<file path="config.mk">
export PLATFORM = sky130hd
export DESIGN_NAME = csi2_packet_sequencer
export DESIGN_NICKNAME = d
export VERILOG_FILES = /design/src/rtl/csi2_packet_sequencer.sv
export SDC_FILE = /design/constraint.sdc
export NUM_CORES = 1
export LEC_CHECK = 0
export ABC_AREA = 0
export CORE_UTILIZATION = 50
export DETAILED_ROUTE_END_ITERATION = 10
export PLACE_DENSITY = 0.76
export RECOVER_POWER = 100
export SLEW_MARGIN = 20
export SYNTH_ARGS = -nofsm -noshare
export SYNTH_HDL_FRONTEND = slang
export SYNTH_SLANG_ARGS = --single-unit
</file>
<file path="constraint.sdc">
create_clock -name byte_clk -period 4.65 [get_ports byte_clk]
set_input_delay 0.93 -clock byte_clk [delete_from_list [all_inputs] [get_ports byte_clk]]
set_output_delay 0.93 -clock byte_clk [all_outputs]
set_load 0.005 [all_outputs]
</file>
<file path="src/rtl/csi2_packet_sequencer.sv">
// csi2_packet_sequencer
//   Packet-level controller for a 2-lane MIPI CSI-2 receive path. Hunts for the
//   HS leader on both lanes, assembles and ECC-checks the packet header, then
//   sequences the long-packet payload and footer. It also produces the
//   frame/line framing pulses, the line and frame counters, and a 16-bit
//   payload stream.
//
//   Ports
//     byte_clk, reset      sole clock; synchronous active-high reset
//     cfg_enable           accept new packets (looked at only while hunting)
//     byte_valid           both lanes in HS, lane bytes valid this cycle
//     lane0/1_byte         deserialized lane bytes (byte n travels on lane n%2)
//     payload_*            {lane1,lane0} beats, byte enables, valid, last beat
//     pkt_dt, pkt_wc       data type / word count of the current or last packet
//     frame_start/end      FS / FE pulses
//     line_start           first payload beat of an image-line packet
//     line_count           image lines in the current frame (saturating)
//     frame_count          completed frames (wrapping)
//     ecc_err, sync_err,
//     trunc_err            error pulses
//
//   state    | meaning
//   ---------+-----------------------------------------------------------
//   HUNT     | idle, waiting for the leader byte on both lanes
//   HDR_A    | header bytes DI and WC[7:0]
//   HDR_B    | header bytes WC[15:8] and ECC; decode the packet
//   PAYLOAD  | long-packet payload beats, counting down the word count
//   FOOTER   | one cycle of CRC bytes (not checked)
//   WAIT_EOT | discard bytes until the lanes leave HS
module csi2_packet_sequencer #(
    parameter logic [7:0]  SYNC_BYTE  = 8'hB8,
    parameter logic [15:0] MAX_WC     = 16'd8192,
    parameter logic [5:0]  PIX_DT_MIN = 6'h18
) (
    input  logic        byte_clk,
    input  logic        reset,
    input  logic        cfg_enable,
    input  logic        byte_valid,
    input  logic [7:0]  lane0_byte,
    input  logic [7:0]  lane1_byte,
    output logic [15:0] payload_data,
    output logic [1:0]  payload_keep,
    output logic        payload_valid,
    output logic        payload_last,
    output logic [5:0]  pkt_dt,
    output logic [15:0] pkt_wc,
    output logic        frame_start,
    output logic        frame_end,
    output logic        line_start,
    output logic [15:0] line_count,
    output logic [15:0] frame_count,
    output logic        ecc_err,
    output logic        sync_err,
    output logic        trunc_err
);

    typedef enum logic [2:0] {HUNT, HDR_A, HDR_B, PAYLOAD, FOOTER, WAIT_EOT} state_t;

    state_t      state;
    logic [7:0]  hdr_di;
    logic [7:0]  hdr_wc_lo;
    logic [15:0] remaining;

    logic [15:0] hdr_wc;
    logic [23:0] hdr_d;
    logic [5:0]  hdr_dt;
    logic [5:0]  ecc_calc;
    logic        ecc_ok;
    logic        lane0_sync;
    logic        lane1_sync;
    logic        first_beat;

    // In HDR_B the live lane0 byte is WC[15:8] and lane1 carries the ECC.
    assign hdr_wc = {lane0_byte, hdr_wc_lo};
    assign hdr_d  = {hdr_wc, hdr_di};
    assign hdr_dt = hdr_di[5:0];

    assign ecc_calc[0] = hdr_d[0] ^ hdr_d[1] ^ hdr_d[2] ^ hdr_d[4] ^ hdr_d[5] ^ hdr_d[7]
                       ^ hdr_d[10] ^ hdr_d[11] ^ hdr_d[13] ^ hdr_d[16] ^ hdr_d[20]
                       ^ hdr_d[21] ^ hdr_d[22] ^ hdr_d[23];
    assign ecc_calc[1] = hdr_d[0] ^ hdr_d[1] ^ hdr_d[3] ^ hdr_d[4] ^ hdr_d[6] ^ hdr_d[8]
                       ^ hdr_d[10] ^ hdr_d[12] ^ hdr_d[14] ^ hdr_d[17] ^ hdr_d[20]
                       ^ hdr_d[21] ^ hdr_d[22] ^ hdr_d[23];
    assign ecc_calc[2] = hdr_d[0] ^ hdr_d[2] ^ hdr_d[3] ^ hdr_d[5] ^ hdr_d[6] ^ hdr_d[9]
                       ^ hdr_d[11] ^ hdr_d[12] ^ hdr_d[15] ^ hdr_d[18] ^ hdr_d[20]
                       ^ hdr_d[21] ^ hdr_d[22];
    assign ecc_calc[3] = hdr_d[1] ^ hdr_d[2] ^ hdr_d[3] ^ hdr_d[7] ^ hdr_d[8] ^ hdr_d[9]
                       ^ hdr_d[13] ^ hdr_d[14] ^ hdr_d[15] ^ hdr_d[19] ^ hdr_d[20]
                       ^ hdr_d[21] ^ hdr_d[23];
    assign ecc_calc[4] = hdr_d[4] ^ hdr_d[5] ^ hdr_d[6] ^ hdr_d[7] ^ hdr_d[8] ^ hdr_d[9]
                       ^ hdr_d[16] ^ hdr_d[17] ^ hdr_d[18] ^ hdr_d[19] ^ hdr_d[20]
                       ^ hdr_d[22] ^ hdr_d[23];
    assign ecc_calc[5] = hdr_d[10] ^ hdr_d[11] ^ hdr_d[12] ^ hdr_d[13] ^ hdr_d[14] ^ hdr_d[15]
                       ^ hdr_d[16] ^ hdr_d[17] ^ hdr_d[18] ^ hdr_d[19] ^ hdr_d[21]
                       ^ hdr_d[22] ^ hdr_d[23];

    // The two spare ECC bits must be zero; a nonzero value counts as a mismatch.
    assign ecc_ok     = (lane1_byte == {2'b00, ecc_calc});
    assign lane0_sync = (lane0_byte == SYNC_BYTE);
    assign lane1_sync = (lane1_byte == SYNC_BYTE);
    // pkt_wc and remaining are loaded together, so they are equal only on the first beat.
    assign first_beat = (remaining == pkt_wc);

    always_ff @(posedge byte_clk) begin
        if (reset) begin
            state         <= HUNT;
            hdr_di        <= 8'd0;
            hdr_wc_lo     <= 8'd0;
            remaining     <= 16'd0;
            payload_data  <= 16'd0;
            payload_keep  <= 2'b00;
            payload_valid <= 1'b0;
            payload_last  <= 1'b0;
            pkt_dt        <= 6'd0;
            pkt_wc        <= 16'd0;
            frame_start   <= 1'b0;
            frame_end     <= 1'b0;
            line_start    <= 1'b0;
            line_count    <= 16'd0;
            frame_count   <= 16'd0;
            ecc_err       <= 1'b0;
            sync_err      <= 1'b0;
            trunc_err     <= 1'b0;
        end else begin
            frame_start   <= 1'b0;
            frame_end     <= 1'b0;
            line_start    <= 1'b0;
            ecc_err       <= 1'b0;
            sync_err      <= 1'b0;
            trunc_err     <= 1'b0;
            payload_valid <= 1'b0;
            payload_last  <= 1'b0;

            case (state)
                HUNT: begin
                    if (cfg_enable && byte_valid) begin
                        if (lane0_sync && lane1_sync) begin
                            state <= HDR_A;
                        end else if (lane0_sync != lane1_sync) begin
                            sync_err <= 1'b1;
                            state    <= WAIT_EOT;
                        end
                    end
                end

                HDR_A: begin
                    if (!byte_valid) begin
                        state <= HUNT;
                    end else begin
                        hdr_di    <= lane0_byte;
                        hdr_wc_lo <= lane1_byte;
                        state     <= HDR_B;
                    end
                end

                HDR_B: begin
                    if (!byte_valid) begin
                        state <= HUNT;
                    end else if (!ecc_ok) begin
                        ecc_err <= 1'b1;
                        state   <= WAIT_EOT;
                    end else if (hdr_dt < 6'h10) begin
                        pkt_dt <= hdr_dt;
                        if (hdr_dt == 6'h00) begin
                            frame_start <= 1'b1;
                            line_count  <= 16'd0;
                        end
                        if (hdr_dt == 6'h01) begin
                            frame_end   <= 1'b1;
                            frame_count <= frame_count + 16'd1;
                        end
                        state <= WAIT_EOT;
                    end else if (hdr_wc > MAX_WC) begin
                        trunc_err <= 1'b1;
                        state     <= WAIT_EOT;
                    end else begin
                        pkt_dt    <= hdr_dt;
                        pkt_wc    <= hdr_wc;
                        remaining <= hdr_wc;
                        state     <= (hdr_wc == 16'd0) ? FOOTER : PAYLOAD;
                    end
                end

                PAYLOAD: begin
                    if (!byte_valid) begin
                        trunc_err <= 1'b1;
                        state     <= HUNT;
                    end else begin
                        payload_valid <= 1'b1;
                        payload_data  <= {lane1_byte, lane0_byte};
                        payload_keep  <= (remaining >= 16'd2) ? 2'b11 : 2'b01;
                        payload_last  <= (remaining <= 16'd2);
                        line_start    <= first_beat && (pkt_dt >= PIX_DT_MIN);
                        if (remaining <= 16'd2) begin
                            remaining <= 16'd0;
                            state     <= FOOTER;
                        end else begin
                            remaining <= remaining - 16'd2;
                        end
                    end
                end

                FOOTER: begin
                    if (!byte_valid) begin
                        trunc_err <= 1'b1;
                        state     <= HUNT;
                    end else begin
                        if ((pkt_dt >= PIX_DT_MIN) && (line_count != 16'hFFFF)) begin
                            line_count <= line_count + 16'd1;
                        end
                        state <= WAIT_EOT;
                    end
                end

                WAIT_EOT: begin
                    if (!byte_valid) begin
                        state <= HUNT;
                    end
                end

                default: state <= HUNT;
            endcase
        end
    end

endmodule

</file>
After elaboration in Yosys (flattened, before gate mapping)
Index checks and enable logic that the tools add are counted.
{"block": "word_totals", "romBits": 0, "out_inout_bits": 80, "ram_bits": 0, "inputBits": 20, "regBits": 115, "n_memories": 0, "latch_bits": 0}
{"block": "classes", "shifts": 0, "eq_ne": 26, "bitwise": 81, "div": 0, "add_sub_neg": 3, "order_cmp": 5, "n_mul": 0, "mux": 42, "reduce_logical": 23}
{"cell": "$mux W16", "count": 12}
{"cell": "$xor A1 B1 Y1", "count": 73}
{"cell": "$pmux W16 S2", "count": 2}
{"cell": "$mux W3", "count": 12}
{"cell": "$add A16 B1 Y16 const B", "count": 2}
{"cell": "$ne A2 B2 Y1 const B", "count": 12}
{"cell": "$pmux W3 S6", "count": 1}
{"cell": "$eq A16 B16 Y1", "count": 1}
{"cell": "$eq A8 B8 Y1 const B", "count": 2}
{"cell": "$ge A16 B2 Y1 const B", "count": 1}
{"cell": "$gt A16 B14 Y1 const B", "count": 1}
{"cell": "$le A16 B2 Y1 const B", "count": 1}
{"cell": "$logic_not A16 Y1", "count": 1}
{"cell": "$ne A16 B16 Y1 const B", "count": 1}
{"cell": "$sub A16 B2 Y16 const B", "count": 1}
{"cell": "$mux W6", "count": 2}
{"cell": "$mux W1", "count": 10}
{"cell": "$reduce_and A5 Y1", "count": 2}
{"cell": "$eq A8 B6 Y1", "count": 1}
{"cell": "$not A1 Y1", "count": 8}
{"cell": "$reduce_and A4 Y1", "count": 2}
{"cell": "$reduce_and A7 Y1", "count": 1}
{"cell": "$eq A3 B2 Y1 const B", "count": 2}
{"cell": "$eq A3 B3 Y1 const B", "count": 2}
{"cell": "18 further kinds", "count": 27}

Depth between registers and ports, before layout
Gate-level depths: netlist of the first run.
{"block": "depth", "depth_word": 17, "mapped_depth": 11, "depth_no_buf": 10}

Least setup slack after synthesis of the first run
Ideal clock, no wire load.
{"block": "synth_path", "kind": "input-to-reg", "from": "input port lane0_byte[4]", "to": "register pkt_wc[9]", "path_stages": 10, "required_ns": 4.522, "t_arrival_ns": 3.394, "slack_ns": 1.129, "cell_sequence": "buf_2 -> xor2_2 -> xor3_2 -> xnor3_1 -> nor4_4 -> o221ai_2 -> nor3_4 -> buf_6 -> mux2i_1 -> nor2_1"}
{"block": "synth_via", "elab_chain_len": 6}
{"element": "from (decl)", "line_no": "39", "text": "input logic [7:0] lane0_byte,"}
{"element": "parallel branches: the longest is 5 deep, another holds $gt A16 B14 Y1"}
{"element": "$reduce_and A5 Y1 (no source line) (*)"}
{"element": "to (signal assigned)", "line_no": "178", "text": "pkt_wc <= hdr_wc;"}
{"element": "to (decl)", "line_no": "46", "text": "output logic [15:0] pkt_wc,"}
Mark *: on every way between the ends.
A chain may end at the register's enable or synchronous reset.

Worst setup path after layout of the first run
{"block": "layout_path", "from": "input port lane0_byte[6]", "to": "register remaining[6]"}
{"block": "layout_via", "elab_chain_len": 5}
{"element": "parallel branches: the longest is 4 deep, another holds $gt A16 B14 Y1"}
{"element": "$reduce_and A6 Y1 (no source line) (*)"}
{"element": "to (signal assigned)", "line_no": "179", "text": "remaining <= hdr_wc;"}
{"element": "to (signal assigned)", "line_no": "198", "text": "remaining <= remaining - 16'd2;"}
{"element": "to (decl)", "line_no": "62", "text": "logic [15:0] remaining;"}
Marked as above.

==> results.cfg, run 1 <==
[status]
status = complete, but fails checks
violations = DRC

[sta]
hold_viol_final = 0
worst_pin_slew_ns = 1.053
relSlewSlack_pct = 29.78
period_minus_slack_ns = 4.203
tns_ns = 0
max_freq_mhz = 237.9
report.final.slew_viol_count = 0
finalSetupViolCount = 0
grt_setup_unrepaired = no
clock_skew_ns = 0.008394
period_share_pct = 90.39

[clock_network]
clkLatencyLatePin_ns = 0.42
cts_tree = done
post_cts_resized = 0
numCtsBuffers = 17
clk_pin_slew_worst_paths_ns = 0.05
cts_sinks = 115
root_buffer = clkbuf_16
postCtsHoldBufs = 0
clockBufferDepth = 2
post-cts-setup-buffer-count = 0
cts_htree_levels = 4

[pwr]
p_per_area_nw_per_um2 = 377.8
p_leak_nw = 2.966
ir_drop_v = 0.0003119

[synthesis]
synth_edf_count = 0
netlist_top_cells_area = dfxtp_1 (39%), xnor2_1 (8.1%), nand2_1 (5.5%)
mappedNetlistArea_um2 = 5978
netlist_instances = 706
synth_ff_type = dfxtp_1
yosys_warnings = 0
yosysSeqAreaShare_pct = 38.51
synthArstFlopShare_pct = 0
synth_area_leader_cell = dfxtp_1
ys_types = 63
synthesis.nets = 736
synth.avg_cell_area_um2 = 8.468
synth_seq_cells = 115
synth_top_area_share_pct = 38.51

[floorplan]
die_area_um2 = 12400
io_pins = 100
core-area_um2 = 11520
placementRows = 39
die_y_um = 111.3
start_util_pct = 51.91
fp.dieW_um = 111.3

[drt]
drt-total-wl_um = 16320
vias = 5510
drtIter0Drc = 513
wl_per_cell_um = 17.25
via_per_inst = 5.825
drc = 18
postRouteAntennaNets = 0
dr.pass1.iters = 9

[finish]
area_delta_synth_final_pct = 28.32
antenna_cells = 0
nets = 820
fin_cells = 946
drive_gt1_share_pct = 6.849
mostFrequentLayoutCells = dfxtp_1 (115), nand2_1 (88), dlygate4sd3_1 (83), nor2_1 (66), a21oi_1 (56)
final_common_cell = dfxtp_1

[global_route]
grt_max_degree = 75
grt_pass1_wl_um = 26570
overflow = 0
antenna_found_initial = 0
grt_pass1_vias = 5233
track_usage_pct = 27.04

[place]
place_hpwl_um = 11330
gp_congestion = 0.8726
place_inst = 914
portBuffers = 99

[setup_path]
r2r_end = remaining[6]
cp-start-kind = primary input
startpoint = lane0_byte[6]
critPathMaxFanout = 31
end_kind = flop
worstPathArrival_ns = 4.54
worstReg2RegStart = hdr_wc_lo[3]
rr_worst_depth = 11
setup.worst_path.class = in2reg
reg2reg_setup_slack_ns = 0.91
cp_data_required_time_ns = 4.98
critPathCapture = remaining[6]

[flow_run]
maxCapViolCount = 0

[min_path]
worstHoldStart = payload_data[3]
worstHoldPathType = reg2reg
state kept, by name (all words and copies together), names as in the netlist, 2 cells and up:
| signal | count |
|---|---|
| payload_data | 16 |
| state | 3 |
| hdr_wc_lo | 8 |
| remaining | 16 |
| pkt_dt | 6 |
| payload_keep | 2 |
| frame_count | 16 |
| line_count | 16 |
| pkt_wc | 16 |
| hdr_di | 8 |
area by class of cell:
type | instances | area [um2]
clock buffer | 23 | 498.0
clock inverter | 9 | 148.9
fill | 944 | 3845
inverter | 19 | 71.32
multi-input combinational | 523 | 3377
sequential | 115 | 2302
tap | 143 | 178.9
timing repair buffer | 114 | 1095
critical path, stage by stage:
cell and delay, ns:
dlygate4sd3_1 0.68, xnor2_1 0.33, xor3_2 0.35, xnor3_1 0.42, nor4_4 0.30, o221ai_2 0.28, o41a_1 0.37, clkbuf_2 0.36
or3_1 0.45, o31ai_1 0.07
cells by family (layout without fill, tap and decap cells):
logic type               after synthesis  in the layout  synth area share, %
AO/OA/AOI/OAI                        122            122                12.83
buffers and inverters                 68            165                4.604
AND/OR/NAND/NOR                      290            290                24.45
multiplexers                          23             23                3.851
flip-flops                           115            115                38.51
XOR/XNOR                              78             78                13.67
adder cells (fa/ha/maj)               10             10                2.093
through the flow:
step                      power [mW]  hold WS, ns  area, um2  setup slack, ns  util (%)
after floorplan                1.402       0.4488       5978            1.129         -
after global placement         1.493       0.4443       7064           0.4021     61.34
after detailed placement       1.506       0.4453       7064           0.2664     61.34
after CTS                      2.920       0.4522       7711           0.7033     66.96
after global routing           2.995       0.4758       7671           0.2439     66.61
final                          2.898       0.4502       7671           0.4471     66.61
report_power, final:
| part | switching (mW) | internal, mW |
|---|---|---|
| registers | 0.0524 | 1.01 |
| clock network | 0.448 | 0.964 |
| logic | 0.222 | 0.202 |
| total | 0.722 | 2.18 |
worst min path at each step:
stage / end / slack [ns] / depth (start not counted)
after floorplan: hdr_di[6] / 0.45 / 2
after global placement: payload_data[9] / 0.44 / 2
after detailed placement: payload_data[1] / 0.45 / 2
after CTS: payload_data[1] / 0.45 / 2
after global routing: payload_data[1] / 0.48 / 2
final: payload_data[3] / 0.45 / 2
Yosys cell counts (6+ instances only):
| master | instances |
|---|---|
| a211oi_1 | 6 |
| xor2_1 | 13 |
| nor2_1 | 66 |
| dfxtp_1 | 115 |
| nand4_1 | 12 |
| ha_1 | 10 |
| nand3_1 | 17 |
| nor4_1 | 17 |
| xnor2_1 | 55 |
| nor2b_1 | 11 |
| o21ai_0 | 18 |
| nand2_1 | 88 |
| a21oi_1 | 56 |
| inv_1 | 19 |
| clkbuf_1 | 38 |
| mux2i_1 | 23 |
| nor3_1 | 26 |
| nor3b_1 | 6 |
| buf_2 | 9 |
| xnor3_1 | 8 |
| and3_1 | 14 |
layer usage:
layer  share of wire [%]  track usage [%]
met5                   0                0
met4                 2.3            11.08
met3                 6.4            5.498
met2                  48            45.00
met1                  44            34.31
No activity file was read; power rests on OpenSTA's default activity.
==> inputs of run 2 (changes only) <==
--- a/config.mk
+++ b/config.mk
@@ -7,6 +7,7 @@
 export LEC_CHECK = 0
 export ABC_AREA = 0
 export CORE_UTILIZATION = 50
+export CTS_BUF_LIST = sky130_fd_sc_hd__clkbuf_16
 export DETAILED_ROUTE_END_ITERATION = 10
 export PLACE_DENSITY = 0.76
 export RECOVER_POWER = 100
==> constraint.sdc (replaced) <==
create_clock -name byte_clk -period 4.65 [get_ports byte_clk]
set_input_delay 0.93 -clock byte_clk [delete_from_list [all_inputs] [get_ports byte_clk]]
set_output_delay 0.93 -clock byte_clk [all_outputs]
set_load 0.1 [all_outputs]
==> results.cfg, run 2 (same netlist as run 1, synthesis figures left out) <==
[status]
status = complete, but fails checks
violations = DRC

[setup_path]
cp-start-kind = primary input
critPathMaxFanout = 31
worstPathArrival_ns = 4.53
worst-path-buf-inv = 2
cp_data_required_time_ns = 4.98
slowest_delay_ns = 0.67
setup.worst_path.class = in2reg
cpMaxStageDelayCell = dlygate4sd3_1
cp_top_family = XOR/XNOR gates
worstPathCellList = dlygate4sd3_1, xnor2_1, xor3_2, xnor3_1, nor4_4, o221ai_2, o41a_1, clkbuf_2, or3_1, o31ai_1
end_kind = flop

[finish]
nets = 820
fin_cells = 946
area_delta_synth_final_pct = 27.48
mostFrequentLayoutCells = dfxtp_1 (115), nand2_1 (88), dlygate4sd3_1 (83), nor2_1 (66), a21oi_1 (56)
drive_gt1_share_pct = 6.227
antenna_cells = 0
utilization_pct = 66.18
final_common_cell = dfxtp_1
final_area_um2 = 7621
fill_cells = 951

[clock_network]
post_cts_resized = 0
numCtsBuffers = 17
root_buffer = clkbuf_16
post-cts-setup-buffer-count = 0
cts_htree_levels = 4
cts_sinks = 115
postCtsHoldBufs = 0
cts_tree = done
clkLatencyLatePin_ns = 0.42
clockBufferDepth = 2
clk_pin_slew_worst_paths_ns = 0.05

[global_route]
grt_max_degree = 75
track_usage_pct = 26.87
grt_pass1_vias = 5185
grt_pass1_wl_um = 26410
overflow = 0
antenna_found_initial = 0

[place]
post-place-ws_ns = 0.2664
place_inst = 914
gp_congestion = 0.8726
place_area_um2 = 7064
portBuffers = 99
place_hpwl_um = 11330

[sta]
fin_hold_ws_ns = 0.4502
clock_skew_ns = 0.007180
period_minus_slack_ns = 4.198
finalSetupViolCount = 0
tns_ns = 0
grt_setup_unrepaired = no
relSlewSlack_pct = 28.99
max_freq_mhz = 238.2
period_share_pct = 90.27
hold_viol_final = 0
worst_pin_slew_ns = 1.065
report.final.slew_viol_count = 0
setup_ws_ns = 0.4523

[drt]
via_per_inst = 5.795
postRouteAntennaNets = 0
drtIter0Drc = 515
vias = 5482
drc = 18
dr.pass1.iters = 8
drt-total-wl_um = 16160
wl_per_cell_um = 17.08

[floorplan]
die_y_um = 111.3
io_pins = 100
fp.dieW_um = 111.3
start_util_pct = 51.91
die_area_um2 = 12400
core-area_um2 = 11520
placementRows = 39

[pwr]
p_per_area_nw_per_um2 = 370.1
p_leak_nw = 2.942
fin_total_pwr_mw = 2.821
ir_drop_v = 0.0003112

[min_path]
worstHoldPathType = reg2reg

[flow_run]
maxCapViolCount = 0
run 2: cell types whose count changed in the layout (fill, tap and decap cells not counted):
cell / before / now
clkbuf_1: 4 / 3
inv_1: 19 / 20
clkbuf_8: 5 / 0
clkinv_1: 0 / 5
run 2: cell type report:
type	count	area [um2]	share of cell area, %
Tap cell	143	178.9	2.348
Inverter	19	71.32	0.9358
Sequential cell	115	2302	30.21
Timing Repair Buffer	114	1095	14.37
Clock buffer	17	425.4	5.582
Clock inverter	15	171.4	2.249
Multi-Input combinational cell	523	3377	44.31
run 2: path summary, 6_finish.rpt:
check | from | end | slack [ns] | cells past startpoint
hold / removal | payload_data[3] | payload_data[3] | 0.45 | 2
setup / recovery | lane0_byte[6] | remaining[6] | 0.45 | 10
hold reg to reg | payload_data[3] | payload_data[3] | 0.45 | 2
setup reg to reg | hdr_wc_lo[3] | remaining[6] | 0.91 | 11
run 2: metal layers:
layer  share of wire [%]  wire (um)  GRT usage, %
met5                   0          0             0
met4                 2.1        335         11.08
met3                 6.2       1009         5.498
met1                  44       7161         34.30
met2                  47       7653         44.42
run 2: power by group:
part	internal (mW)	switching (mW)	leakage [nW]
combinational	0.202	0.232	1.72
sequential	1.01	0.0521	0.926
clock	0.879	0.446	0.299
total	2.09	0.730	2.94
run 2: tightest hold or removal path: stages, from the launching register on:
cell and delay (ns):
dfxtp_1 0.30, nand2_1 0.05, a21oi_1 0.05
==> patch 1: new RTL, config.mk and constraints of run 2 <==
The 6 states of `state_t` get a one-hot encoding in 6 bits.
--- a/src/rtl/csi2_packet_sequencer.sv
+++ b/src/rtl/csi2_packet_sequencer.sv
@@ -55,5 +55,5 @@
 );
 
-    typedef enum logic [2:0] {HUNT, HDR_A, HDR_B, PAYLOAD, FOOTER, WAIT_EOT} state_t;
+    typedef enum logic [5:0] {HUNT = 6'b000001, HDR_A = 6'b000010, HDR_B = 6'b000100, PAYLOAD = 6'b001000, FOOTER = 6'b010000, WAIT_EOT = 6'b100000} state_t;
 
     state_t      state;
Formal check against the unedited RTL: same outputs for any inputs over 4 cycles, from zero or initial values and one cycle with reset high; so few cycles prove little.
==> patch 1 against run 2 <==
- cell area is 3.3% higher
- setup slack improved by 0.041 ns
- area after synthesis increased by 4.2%
- routed wire length is 9.1% higher
- largest cell class unchanged
- non-clock buffer count shrank 8
- utilization shrank 0.92 points
- highest routed layer unchanged
- fmax is 1.0% higher
- sequential cell count rose by 3
- critical path type unchanged
Power is not compared: it rests on default switching activity, and its combinational part moved more than twofold at a synthesized area within 25%.
==> patch 1: results (changes against run 2) <==
[detailed_routing]
routed_via_density=5.91  ; +2.0%
totalWireLength_um=17600  ; +9.1%
drtIter0Drc=445  ; -14%

[setup_path]
crit_path_max_fanout=24  ; -23%
critPathArrivalTime_ns=4.49  ; -0.04 ns
cp_top_family=buffers and inverters
r2r_slack_ns=1.12  ; +0.21 ns
r2r_end=remaining[12]
rr_worst_depth=10  ; -1
rr_startpoint=hdr_wc_lo[2]

[cells_and_area]
clkCellAreaFrac=0.0785  ; +0.000213
multi_input_area_share=0.457  ; +0.0142
antenna_cells=0  ; unchanged
sh_seq_area=0.300  ; -0.00197
drive_gt1_frac=0.0527  ; -0.00957
buffer_area_frac=0.130  ; -0.0139
n_all_buffers=106  ; -7.0%
nMultiInputCombCells=525  ; +0.38%
filler_cell_count=995  ; +4.6%

[logic_synthesis]
yosysUniqueCellTypes=62  ; -1.6%
synth.area.top_cells=dfxtp_1 38%, mux2i_1 7.7%, xnor2_1 5.9%, xnor3_1 5.4%, nor2_1 5.1%
synth_common_cells=118 x dfxtp_1, 85 x nor2_1, 53 x nand2_1, 48 x mux2i_1, 45 x a21oi_1
ys_seq_area_frac=0.379  ; -0.00598
synthesis.nets=735  ; -0.14%
ys_seq_elements=118  ; +2.6%

[grt]
grt_use_total=0.281  ; +0.0121
grt_pass1_wl_um=27900  ; +5.5%
grt_pass1_vias=5241  ; +1.1%
use_met1=0.373  ; +0.0301
grt_util_met3=0.0664  ; +0.0114
use_met2=0.441  ; -0.00352

[sta]
finalClockSkew_ns=0.00824  ; +0.00106 ns
tightest_slew_ns=1.34  ; +0.274 ns

[status]
status=completed

[place]
dp_hpwl_um=12400  ; +9.4%
gp_congestion=0.872  ; about the same

[min_path]
hold_start=payload_data[15]
holdCritPathClass=flip-flop to flip-flop
hold-path-endpoint=payload_data[15]

patch 1: worst max path at each step:
| stage | slack (ns) | from | endpoint | depth (start not counted) |
|---|---|---|---|---|
| floorplan | 1.34 | lane0_byte[7] | frame_count[3] | 8 |
| global route | 0.33 | lane0_byte[5] | remaining[12] | 9 |
| CTS | 0.91 | lane0_byte[5] | line_count[14] | 8 |
| detailed placement | 0.47 | lane0_byte[5] | line_count[14] | 8 |
| finish | 0.49 | lane0_byte[5] | remaining[12] | 9 |
| global placement | 0.62 | lane0_byte[7] | line_count[14] | 8 |
patch 1: metrics by stage:
stage / hold slack, ns / std cells / total power (W) / worst slack (ns) / instance area, sq um
after floorplan: 0.471 / 705 / 0.00112 / 1.34 / 6230
after global placement: 0.451 / 933 / 0.00116 / 0.623 / 7290
after detailed placement: 0.457 / 933 / 0.00116 / 0.467 / 7290
after CTS: 0.464 / 965 / 0.00254 / 0.913 / 7910
after global routing: 0.482 / 965 / 0.00260 / 0.332 / 7870
final: 0.460 / 965 / 0.00253 / 0.494 / 7870
patch 1: cell families after synthesis:
| logic type | count (synthesis) | share of synthesized area |
|---|---|---|
| AOI/OAI and AO/OA | 131 | 0.137 |
| xor gates and xnor gates | 65 | 0.124 |
| adders and majority gates | 10 | 0.0201 |
| buffers and inverters | 62 | 0.0400 |
| DFF | 118 | 0.379 |
| muxes | 48 | 0.0771 |
| and+or+nand+nor | 271 | 0.222 |
patch 1: report_power, final:
part	switching [W]	total, W	internal (W)
sequential	0.000000220	0.00101	0.00101
combinational	0.0000755	0.000130	0.0000547
clock	0.000458	0.00139	0.000932
total	0.000533	0.00253	0.00200
patch 1: per-layer routing:
metal / vias to the layer above / part of all wire
met5: - / 0
met4: 0 / 0.022
met3: 36 / 0.070
met2: 240 / 0.46
met1: 2738 / 0.45
li1: 2692 / -
==> patch 2: new RTL, config.mk and constraints of run 2 <==
Without the edit above. Set the parameter `MAX_WC` to 16'd4096 (it was 16'd8192).
--- a/src/rtl/csi2_packet_sequencer.sv
+++ b/src/rtl/csi2_packet_sequencer.sv
@@ -30,5 +30,5 @@
 module csi2_packet_sequencer #(
     parameter logic [7:0]  SYNC_BYTE  = 8'hB8,
-    parameter logic [15:0] MAX_WC     = 16'd8192,
+    parameter logic [15:0] MAX_WC     = 16'd4096,
     parameter logic [5:0]  PIX_DT_MIN = 6'h18
 ) (
Formal check against the unedited RTL: not equivalent (Yosys sat finds a counterexample within 4 cycles, from zero or initial values and one cycle with reset high).
==> patch 2 against run 2 <==
- the flow still finishes with violations (DRC)
- register-to-register slack improved by 0.15 ns
- cell count rose by 1.7%
- routed wire length fell by 0.87%
- setup slack improved by 0.032 ns
- critical path depth fell by 1
- area after synthesis rose by 0.86%
- die area rose by 0.85%
- sequential cell count did not move
- cell area fell by 0.23%
Power is not compared: it rests on default switching activity, and its combinational part moved more than twofold at a synthesized area within 25%.
==> patch 2: results (changes against run 2) <==
[setup_path]
crit_path_max_fanout=7  ; -77%
critPathMaxStageDelay_ns=0.82  ; +0.15 ns
rr_worst_depth=8  ; -3
critPathArrivalTime_ns=4.44  ; -0.09 ns
r2r_slack_ns=1.06  ; +0.15 ns
rr_startpoint=hdr_wc_lo[4]
slowest_stage=nor4_2
crit_path_end_kind=flip-flop
r2r_end=pkt_dt[5]
cp_top_family=simple AND/OR/NAND/NOR gates

[grt]
grt_antenna_before_repair=0  ; unchanged
grt_use_total=0.264  ; -0.00425
grt_pass1_wl_um=26300  ; -0.31%
grt_max_degree=66  ; -12%
grt_pass1_vias=5431  ; +4.7%

[clock_network]
clkTransAtPathRegs_ns=0.05  ; about the same
clk_path_buf_depth=2  ; unchanged
clock_latency_ns=0.41
cts-resized-gates=0  ; unchanged
cts-root-buf=clkbuf_16

[logic_synthesis]
syn_area_per_cell_sq_um=8.31  ; -1.9%
synth.area.top_cells=dfxtp_1 38%, xnor2_1 6.1%, nand2_1 5.9%, a21oi_1 5.5%, nor2_1 3.7%
muxShareOfSynthArea=0.0392  ; +0.000710
synth_compound_area_frac=0.146  ; +0.0180
ys_seq_area_frac=0.382  ; -0.00328
synthAdderAreaFrac=0.0208  ; -0.000178
synth_enable_flop_cells=0  ; unchanged
synth_common_cells=115 x dfxtp_1, 94 x nand2_1, 66 x a21oi_1, 60 x nor2_1, 42 x xnor2_1
synthesis.nets=756  ; +2.7%
synth_xor_area_frac=0.115  ; -0.0219

[min_path]
holdCritPathClass=flip-flop to flip-flop
hold_start=payload_data[13]
hold-path-endpoint=payload_data[13]

[cells_and_area]
drive_gt1_frac=0.0697  ; +0.00742
final_net_count=835  ; +1.8%

[detailed_routing]
drc_errors=20  ; +2
totalWireLength_um=16000  ; -0.87%
drtIter0Drc=461  ; -10%
drt_pass1_iterations=8  ; unchanged
routed_via_density=5.80  ; about the same
vias=5578  ; +1.8%

[place]
gp_congestion=0.928  ; +6.4%
place_ws_ns=0.306  ; +0.0396 ns
dp_hpwl_um=11100  ; -2.1%
place_inst=929  ; +1.6%

[sta]
finalClockSkew_ns=0.0105  ; +0.00328 ns
fmaxAchievable_mhz=240  ; +0.76%
tightest_slew_ns=1.17  ; +0.107 ns

[power_and_ir_drop]
combPwrFrac=0.054

[status]
status=finished with violations
failed_checks=DRC

## patch 2: final cells by class
class	instances	area (sq um)
inverter	21	78.8
tap	143	179
clock inverter	15	149
antenna	1	2.50
sequential	115	2300
multi-input combinational	544	3430
timing repair buffer	106	1030
clock buffer	17	425
fill	949	3960
## patch 2: stage by stage
stage	hold WS, ns	power (W)	area (sq um)
final	0.452	0.00238	7600
after detailed placement	0.451	0.00114	7060
after floorplan	0.449	0.00109	6030
after global placement	0.443	0.00113	7060
after global routing	0.479	0.00246	7600
after CTS	0.460	0.00239	7630
## patch 2: metal layers
| layer | up-vias | wire length, um | track usage |
|---|---|---|---|
| met5 | - | 0 | 0 |
| met4 | 0 | 371 | 0.125 |
| met3 | 28 | 1010 | 0.0474 |
| met2 | 199 | 7390 | 0.427 |
| met1 | 2645 | 7260 | 0.343 |
| li1 | 2706 | - | - |
